$ cat src/rtl/ula_muldiv_ctrl_pkg.sv
// Shared encodings for the EX-stage ALU control and HI/LO mul/div unit.
package ula_pkg;

    localparam logic [3:0] OP_AND  = 4'b0000;
    localparam logic [3:0] OP_OR   = 4'b0001;
    localparam logic [3:0] OP_ADD  = 4'b0010;
    localparam logic [3:0] OP_SLL  = 4'b0011;
    localparam logic [3:0] OP_SRA  = 4'b0100;
    localparam logic [3:0] OP_SRL  = 4'b0101;
    localparam logic [3:0] OP_SUB  = 4'b0110;
    localparam logic [3:0] OP_SLT  = 4'b0111;
    localparam logic [3:0] OP_LUI  = 4'b1000;
    localparam logic [3:0] OP_SRAV = 4'b1010;
    localparam logic [3:0] OP_AUX  = 4'b1011;
    localparam logic [3:0] OP_NOR  = 4'b1100;
    localparam logic [3:0] OP_XOR  = 4'b1101;
    localparam logic [3:0] OP_SLLV = 4'b1110;
    localparam logic [3:0] OP_SRLV = 4'b1111;

    localparam logic [3:0] ALU_ADD   = 4'b0000;
    localparam logic [3:0] ALU_SUB   = 4'b0001;
    localparam logic [3:0] ALU_RTYPE = 4'b0010;
    localparam logic [3:0] ALU_SLT   = 4'b0011;
    localparam logic [3:0] ALU_AND   = 4'b0100;
    localparam logic [3:0] ALU_OR    = 4'b0101;
    localparam logic [3:0] ALU_XOR   = 4'b0110;
    localparam logic [3:0] ALU_AUX   = 4'b0111;
    localparam logic [3:0] ALU_LUI   = 4'b1000;

    localparam logic [5:0] F_SLL   = 6'b000000;
    localparam logic [5:0] F_SRL   = 6'b000010;
    localparam logic [5:0] F_SRA   = 6'b000011;
    localparam logic [5:0] F_SLLV  = 6'b000100;
    localparam logic [5:0] F_SRLV  = 6'b000110;
    localparam logic [5:0] F_SRAV  = 6'b000111;
    localparam logic [5:0] F_MFHI  = 6'b010000;
    localparam logic [5:0] F_MTHI  = 6'b010001;
    localparam logic [5:0] F_MFLO  = 6'b010010;
    localparam logic [5:0] F_MTLO  = 6'b010011;
    localparam logic [5:0] F_MULT  = 6'b011000;
    localparam logic [5:0] F_MULTU = 6'b011001;
    localparam logic [5:0] F_DIV   = 6'b011010;
    localparam logic [5:0] F_DIVU  = 6'b011011;
    localparam logic [5:0] F_ADD   = 6'b100000;
    localparam logic [5:0] F_SUB   = 6'b100010;
    localparam logic [5:0] F_AND   = 6'b100100;
    localparam logic [5:0] F_OR    = 6'b100101;
    localparam logic [5:0] F_XOR   = 6'b100110;
    localparam logic [5:0] F_NOR   = 6'b100111;
    localparam logic [5:0] F_SLT   = 6'b101010;
    localparam logic [5:0] F_SLTU  = 6'b101011;

    typedef enum logic [1:0] {
        MF_ULA = 2'b00,
        MF_HI  = 2'b01,
        MF_LO  = 2'b10
    } mf_sel_e;

    typedef enum logic [2:0] {
        ST_IDLE,
        ST_MUL,
        ST_DIV,
        ST_FIX,
        ST_DONE
    } state_e;

    // Matches func[1:0] of the MULT/MULTU/DIV/DIVU group.
    typedef enum logic [1:0] {
        K_MULT  = 2'b00,
        K_MULTU = 2'b01,
        K_DIV   = 2'b10,
        K_DIVU  = 2'b11
    } kind_e;

endpackage

$ cat src/rtl/ula_muldiv_ctrl_if.sv
// EX-stage bundle between the pipeline and the ALU control / HI-LO unit.
interface ula_muldiv_ctrl_if #(parameter int DATA_W = 32);
    logic              valid;
    logic [3:0]        AluOp;
    logic [5:0]        func;
    logic [DATA_W-1:0] rs_val;
    logic [DATA_W-1:0] rt_val;
    logic [3:0]        op;
    logic              stall;
    logic [1:0]        mf_sel;
    logic [DATA_W-1:0] hi;
    logic [DATA_W-1:0] lo;

    modport master (
        output valid, AluOp, func, rs_val, rt_val,
        input  op, stall, mf_sel, hi, lo
    );

    modport slave (
        input  valid, AluOp, func, rs_val, rt_val,
        output op, stall, mf_sel, hi, lo
    );
endinterface

$ cat src/rtl/ula_muldiv_ctrl_core.sv
// Iterative shift-add multiplier / restoring divider with HI/LO registers.
module ula_muldiv_core
    import ula_pkg::*;
#(
    parameter int DATA_W = 32
) (
    input  logic              i_clk,
    input  logic              i_rst,
    input  logic              i_start,
    input  kind_e             i_kind,
    input  logic [DATA_W-1:0] i_rs,
    input  logic [DATA_W-1:0] i_rt,
    input  logic              i_step,
    input  logic              i_fix,
    input  logic              i_mthi,
    input  logic              i_mtlo,
    output logic              o_done,
    output logic [DATA_W-1:0] o_hi,
    output logic [DATA_W-1:0] o_lo
);
    localparam int CW = $clog2(DATA_W) + 1;

    logic [DATA_W-1:0]   r_a;
    logic [2*DATA_W-1:0] r_acc;
    logic [DATA_W-1:0]   r_rem;
    logic [CW-1:0]       r_cnt;
    logic                r_srs;
    logic                r_srt;
    logic                r_div;
    logic [DATA_W-1:0]   r_hi;
    logic [DATA_W-1:0]   r_lo;

    logic                w_signed;
    logic                w_is_div;
    logic                w_rs_neg;
    logic                w_rt_neg;
    logic [DATA_W-1:0]   w_rs_mag;
    logic [DATA_W-1:0]   w_rt_mag;
    logic [DATA_W:0]     w_sum;
    logic [DATA_W:0]     w_shl;
    logic [DATA_W:0]     w_trial;
    logic                w_ge;
    logic [2*DATA_W-1:0] w_prod;
    logic [DATA_W-1:0]   w_quo;
    logic [DATA_W-1:0]   w_rem;

    assign w_signed = (i_kind == K_MULT) || (i_kind == K_DIV);
    assign w_is_div = (i_kind == K_DIV) || (i_kind == K_DIVU);
    assign w_rs_neg = w_signed & i_rs[DATA_W-1];
    assign w_rt_neg = w_signed & i_rt[DATA_W-1];
    assign w_rs_mag = w_rs_neg ? -i_rs : i_rs;
    assign w_rt_mag = w_rt_neg ? -i_rt : i_rt;

    // Multiply: upper half accumulates, multiplier bits shift out of the bottom.
    assign w_sum = {1'b0, r_acc[2*DATA_W-1:DATA_W]}
                 + (r_acc[0] ? {1'b0, r_a} : '0);

    // Divide: quotient bits shift into acc[DATA_W-1:0] as dividend bits leave.
    assign w_shl   = {r_rem, r_acc[DATA_W-1]};
    assign w_trial = w_shl - {1'b0, r_a};
    assign w_ge    = ~w_trial[DATA_W];

    assign w_prod = (r_srs ^ r_srt) ? -r_acc : r_acc;
    assign w_quo  = (r_srs ^ r_srt) ? -r_acc[DATA_W-1:0] : r_acc[DATA_W-1:0];
    assign w_rem  = r_srs ? -r_rem : r_rem;

    assign o_done = (r_cnt == CW'(DATA_W - 1));
    assign o_hi   = r_hi;
    assign o_lo   = r_lo;

    always_ff @(posedge i_clk or posedge i_rst) begin
        if (i_rst) begin
            r_a   <= '0;
            r_acc <= '0;
            r_rem <= '0;
            r_cnt <= '0;
            r_srs <= 1'b0;
            r_srt <= 1'b0;
            r_div <= 1'b0;
            r_hi  <= '0;
            r_lo  <= '0;
        end else begin
            if (i_start) begin
                r_cnt <= '0;
                r_div <= w_is_div;
                r_srs <= w_rs_neg;
                r_srt <= w_rt_neg;
                r_rem <= '0;
                r_a   <= w_is_div ? w_rt_mag : w_rs_mag;
                r_acc <= {{DATA_W{1'b0}}, w_is_div ? w_rs_mag : w_rt_mag};
                if (w_is_div && (i_rt == '0)) begin
                    r_hi <= i_rs;
                    r_lo <= '1;
                end
            end else if (i_step) begin
                r_cnt <= r_cnt + CW'(1);
                if (r_div) begin
                    r_rem <= w_ge ? w_trial[DATA_W-1:0] : w_shl[DATA_W-1:0];
                    r_acc[DATA_W-1:0] <= {r_acc[DATA_W-2:0], w_ge};
                end else begin
                    r_acc <= {w_sum, r_acc[DATA_W-1:1]};
                end
            end else if (i_fix) begin
                if (r_div) begin
                    r_hi <= w_rem;
                    r_lo <= w_quo;
                end else begin
                    r_hi <= w_prod[2*DATA_W-1:DATA_W];
                    r_lo <= w_prod[DATA_W-1:0];
                end
            end
            if (i_mthi) r_hi <= i_rs;
            if (i_mtlo) r_lo <= i_rs;
        end
    end

endmodule

$ cat src/rtl/ula_muldiv_ctrl.sv
// ALU op decode plus sequencer, stall and result select for the HI/LO unit.
module ula_muldiv_ctrl
    import ula_pkg::*;
#(
    parameter int DATA_W = 32
) (
    input  logic         clock,
    input  logic         reset,
    ula_muldiv_ctrl_if.slave bus
);
    state_e     r_state;
    state_e     w_next;
    logic [3:0] w_op;
    logic       w_rtype;
    logic       w_muldiv;
    logic       w_start;
    logic       w_stall;
    logic       w_step;
    logic       w_done;
    mf_sel_e    w_mf;

    assign w_rtype  = (bus.AluOp == ALU_RTYPE);
    assign w_muldiv = w_rtype && (bus.func[5:2] == F_MULT[5:2]);
    assign w_start  = bus.valid && w_muldiv && (r_state == ST_IDLE);
    assign w_step   = (r_state == ST_MUL) || (r_state == ST_DIV);
    assign w_stall  = w_start || w_step || (r_state == ST_FIX);

    always_comb begin
        w_op = OP_AND;
        case (bus.AluOp)
            ALU_ADD: w_op = OP_ADD;
            ALU_SUB: w_op = OP_SUB;
            ALU_SLT: w_op = OP_SLT;
            ALU_LUI: w_op = OP_LUI;
            ALU_AND: w_op = OP_AND;
            ALU_OR:  w_op = OP_OR;
            ALU_XOR: w_op = OP_XOR;
            ALU_AUX: w_op = OP_AUX;
            ALU_RTYPE: begin
                case (bus.func)
                    F_SLLV:         w_op = OP_SLLV;
                    F_SRLV:         w_op = OP_SRLV;
                    F_SRAV:         w_op = OP_SRAV;
                    F_SRA:          w_op = OP_SRA;
                    F_SRL:          w_op = OP_SRL;
                    F_SLL:          w_op = OP_SLL;
                    F_ADD:          w_op = OP_ADD;
                    F_SUB:          w_op = OP_SUB;
                    F_AND:          w_op = OP_AND;
                    F_OR:           w_op = OP_OR;
                    F_XOR:          w_op = OP_XOR;
                    F_NOR:          w_op = OP_NOR;
                    F_SLT, F_SLTU:  w_op = OP_SLT;
                    default:        w_op = OP_AND;
                endcase
            end
            default: w_op = OP_AND;
        endcase
    end

    always_comb begin
        w_mf = MF_ULA;
        if (w_rtype && (bus.func == F_MFHI)) w_mf = MF_HI;
        if (w_rtype && (bus.func == F_MFLO)) w_mf = MF_LO;
    end

    always_comb begin
        w_next = r_state;
        case (r_state)
            ST_IDLE: begin
                if (w_start) begin
                    if (!bus.func[1])            w_next = ST_MUL;
                    else if (bus.rt_val == '0)   w_next = ST_DONE;
                    else                         w_next = ST_DIV;
                end
            end
            ST_MUL, ST_DIV: if (w_done) w_next = ST_FIX;
            ST_FIX:  w_next = ST_DONE;
            ST_DONE: w_next = ST_IDLE;
            default: w_next = ST_IDLE;
        endcase
    end

    always_ff @(posedge clock or posedge reset) begin
        if (reset) r_state <= ST_IDLE;
        else       r_state <= w_next;
    end

    ula_muldiv_core #(.DATA_W(DATA_W)) u_core (
        .i_clk   (clock),
        .i_rst   (reset),
        .i_start (w_start),
        .i_kind  (kind_e'(bus.func[1:0])),
        .i_rs    (bus.rs_val),
        .i_rt    (bus.rt_val),
        .i_step  (w_step),
        .i_fix   (r_state == ST_FIX),
        .i_mthi  (bus.valid && !w_stall && w_rtype && (bus.func == F_MTHI)),
        .i_mtlo  (bus.valid && !w_stall && w_rtype && (bus.func == F_MTLO)),
        .o_done  (w_done),
        .o_hi    (bus.hi),
        .o_lo    (bus.lo)
    );

    assign bus.op     = w_op;
    assign bus.stall  = w_stall;
    assign bus.mf_sel = w_mf;

endmodule

$ cat src/flat_wrapper.sv
// flat-port wrapper written by rule: the top's interface ports become plain ports
module ula_muldiv_ctrl_flat import ula_pkg::*;
#(
    parameter int DATA_W = 32
)
  (clock, reset, bus_valid, bus_AluOp, bus_func, bus_rs_val, bus_rt_val, bus_op, bus_stall, bus_mf_sel, bus_hi, bus_lo);
  ula_muldiv_ctrl_if #(.DATA_W(DATA_W)) bus_i ();
  input  logic clock;
  input  logic reset;
  input wire logic [$bits(bus_i.valid)-1:0] bus_valid;
  input wire logic [$bits(bus_i.AluOp)-1:0] bus_AluOp;
  input wire logic [$bits(bus_i.func)-1:0] bus_func;
  input wire logic [$bits(bus_i.rs_val)-1:0] bus_rs_val;
  input wire logic [$bits(bus_i.rt_val)-1:0] bus_rt_val;
  output wire logic [$bits(bus_i.op)-1:0] bus_op;
  output wire logic [$bits(bus_i.stall)-1:0] bus_stall;
  output wire logic [$bits(bus_i.mf_sel)-1:0] bus_mf_sel;
  output wire logic [$bits(bus_i.hi)-1:0] bus_hi;
  output wire logic [$bits(bus_i.lo)-1:0] bus_lo;
  assign bus_i.valid = bus_valid;
  assign bus_i.AluOp = bus_AluOp;
  assign bus_i.func = bus_func;
  assign bus_i.rs_val = bus_rs_val;
  assign bus_i.rt_val = bus_rt_val;
  assign bus_op = bus_i.op;
  assign bus_stall = bus_i.stall;
  assign bus_mf_sel = bus_i.mf_sel;
  assign bus_hi = bus_i.hi;
  assign bus_lo = bus_i.lo;
  ula_muldiv_ctrl #(.DATA_W(DATA_W)) u_core (.clock(clock), .reset(reset), .bus(bus_i));
endmodule
$ cat config.mk
export PLATFORM = sky130hd
export DESIGN_NAME = ula_muldiv_ctrl_flat
export DESIGN_NICKNAME = d
export VERILOG_FILES = /design/src/rtl/ula_muldiv_ctrl_pkg.sv /design/src/rtl/ula_muldiv_ctrl_if.sv /design/src/rtl/ula_muldiv_ctrl_core.sv /design/src/rtl/ula_muldiv_ctrl.sv /design/src/flat_wrapper.sv
export SDC_FILE = /design/constraint.sdc
export NUM_CORES = 1
export LEC_CHECK = 0
export ABC_AREA = 1
export CORE_MARGIN = 2
export CORE_UTILIZATION = 56
export CTS_CLUSTER_DIAMETER = 200
export DETAILED_ROUTE_END_ITERATION = 7
export PLACE_DENSITY = 0.85
export SYNTH_ARGS = -nofsm -noshare
export SYNTH_HDL_FRONTEND = slang
export SYNTH_SLANG_ARGS = --single-unit
$ cat constraint.sdc
create_clock -name clock -period 13.8 [get_ports clock]
set_input_delay 2.76 -clock clock [delete_from_list [all_inputs] [get_ports clock]]
set_output_delay 2.76 -clock clock [all_outputs]
set_load 0.05 [all_outputs]
==> results.md <==
- Status: finished clean
- Fin crit share: 63.3%
- Non-filler cells, final: 3,966
- WP data arrival: 5.98 ns
- Cell variety after synth: 49
- Post-synth EDFFs: 0
- Remaining Overflow, GRT: 0
- Most frequent cells in the layout: nand2_1 (1,136), inv_1 (449), nor2_1 (388)
- Yosys top cell area share: 25.7%
- Setup crit end kind: primary output
- Diodes inserted: 0
- Reg2reg path depth: 13
- Post-cts sizing count: 0
- Clk_skew: 0.0206 ns
- Pin count of the biggest net entering global routing: 77
- PwrDens: 197 nW/um2
- # rows: 69
- Mapped Nets: 3,545
- Post-route antenna net violation count: 0
- Worst skew pair latency: 0.56 ns
- Primary FF master, synth: dfrtp_1
- Total CTS buffers: 25
- Leading area contributor after synthesis: dfrtp_1
- Die footprint: 37,100 um2
- Hold_sp: u_core.u_core.r_cnt[5]$_DFFE_PP0P_
- Lkg Pwr: 11.5 nW
- Tot Pwr: 4.44 mW
- Worst-path cell chain: clkdlybuf4s50_1 > inv_1 > nand3_1 > nor2_1 > nand2_1 > buf_4 > nand2_2 > nor2_2 > inv_1 > clkdlybuf4s50_1
- Hold depth: 1
- Final Critical Period: 8.74 ns
- Die height: 193 um
- FF-to-FF End: u_core.u_core.o_lo[1]$_DFFE_PP0P_
- Layout cells sized above 1: 3.00%
- Async S/R FF share, synth: 100%
- Final worst setup slack: 5.06 ns
- Hold Path End: u_core.u_core.r_cnt[5]$_DFFE_PP0P_
- Worst path max stage delay: 0.71 ns
- Placed insts: 3,921
- Main area contributors after synthesis: dfrtp_1 (26%), nand2_1 (21%), nand3_1 (9.2%), inv_1 (8.5%), nor2_1 (7.4%)
- I/O Buffers: 147
- Most common cell after layout, fill and taps aside: nand2_1
- Routed len/inst: 21.1 um
- Post-Syn Instances: 3,392
- Dpl ws: 5.16 ns
- Die width: 193 um
- Final setup fails: 0
- Maximum VDD drop: 0.000248 V
- Final net count: 3,640
- IO Pins: 148
- DP Area: 21,700 um2
- Worst slew margin: 23.3%
- CP Launch Type: input pin
- Final WL: 83,700 um
- Worst R2R Setup Slack: 9.68 ns
- Root buf cell: clkbuf_16
- Initial Util: 56.4%
- Highest net fanout along the worst path: 45
- Worst-case clock buffer depth: 3
- Global-route wire length before repair: 125,000 um
- Worst R2R Start: u_core.r_state[0]$_DFFE_PP0P_
- Vias in the first global route: 21,300
- Wl on met1: 34,000 um
- Hold Buf Count CTS: 0
- WHS: 0.466 ns
- CTS sink count: 204
- Core box area: 35,300 um2
- Met3 WL: 9930 um
- Met2 wire length: 34,800 um
- DR top layer: met5
- Maxcap violations: 0
- Synth warn: 0
- Cell area after synthesis: 19,900 um2
- Fin. Hold Viols: 0
- #FFs+latches synth: 204
- Syn_area_per_cell: 5.87 um2
- First-pass iteration count of the detailed router: 6
- Vias per inst: 5.96
- CTS H-tree depth: 1
- Initial DRC count: 3,157
- Req. time, crit path: 11.04 ns
- Layout Utilization: 64.0%
- RSZ-0062 raised after global routing: false
- Hpwl dp: 66,500 um
- Final GP Congestion: 1.13
- Final Cell Area: 22,600 um2
- Critical path class: input pin to primary output
- HP Class: flop to flop
- Postcts setup bufs: 0
- Slew @ Worst Pin: 1.15 ns
- Synthesis-to-finish area growth: 13.5%
- Max-slew violations: 0
- Initial antenna violation count: 1
- GRT Overall Usage: 44.8%
- Fmax: 114 MHz
- CTS tree: done
- Slowest stage cell, crit path: clkdlybuf4s50_1
- DR vias: 23,600
- Setup TNS: 0 ns
- Seq/Total Area, Yosys: 25.7%
- Clock transition at path regs: 0.05 ns
- Drt drc: 0
## cell families after synthesis
kind of cell | synth area share, %
and+or+nand+nor | 41.7
buffers and inverters | 10.9
AOI/OAI and AO/OA | 13.1
DFF | 25.7
xor gates and xnor gates | 3.74
adders and majority gates | 4.85
## where the power goes
group	internal [mW]	total, mW	switching (mW)
registers	0.813	1.05	0.241
logic	0.823	2.68	1.86
clock network	0.415	0.708	0.294
## synthesized netlist by cell type (all sizes together), types with 6 or more instances
cell type     n
o22ai        13
inv         455
o211ai       38
dfrtp       204
nor3         24
a21boi        6
xnor2        16
or2           6
nand3       368
ha           74
o21ai       173
xor2         69
a31oi        28
nand3b       15
o31ai         6
buf          55
nand2      1141
a21oi       157
nand4        53
clkbuf       47
a22oi        12
o21bai        8
nor2        399
## area by class of cell
cell class | count | area [um2]
Multi-Input combinational cell | 2630 | 12700
Sequential cell | 204 | 5100
Clock buffer | 30 | 694
Fill cell | 3430 | 12700
Clock inverter | 15 | 165
Tap cell | 461 | 577
Timing Repair Buffer | 170 | 1640
Inverter | 456 | 1720
## worst max-delay path by stage
stage                 from                            end  depth (start not counted)
3_3_place_gp   bus_func[2]                      bus_stall                         10
3_5_place_dp   bus_func[2]                      bus_stall                         10
2_1_floorplan        reset  u_core.r_state[0]$_DFFE_PP0P_                          1
6_report       bus_func[2]                      bus_stall                         10
5_1_grt        bus_func[2]                      bus_stall                         10
4_1_cts        bus_func[2]                      bus_stall                         10
## worst max-delay path: cells and delay by family
| family | cells | cell delay, ns |
|---|---|---|
| buffers and inverters | 5 | 1.89 |
| and+or+nand+nor | 5 | 1.30 |
## registers in the layout, summed over array words and instances, names as in the netlist
| signal | flops |
|---|---|
| u_core.u_core.o_lo | 32 |
| u_core.u_core.r_cnt | 6 |
| u_core.u_core.r_div | 1 |
| u_core.r_state | 3 |
| u_core.u_core.r_rem | 32 |
| u_core.u_core.r_acc | 64 |
| u_core.u_core.r_a | 32 |
| u_core.u_core.o_hi | 32 |
| u_core.u_core.r_srt | 1 |
| u_core.u_core.r_srs | 1 |
## metal layers
layer  global-route usage, %  vias up
met5                       0        -
met2                    66.6     1522
met3                    9.98      253
met1                    60.8    10700
met4                    23.0        2
li1                        -    11100
Power figures use the tool's default switching activity.
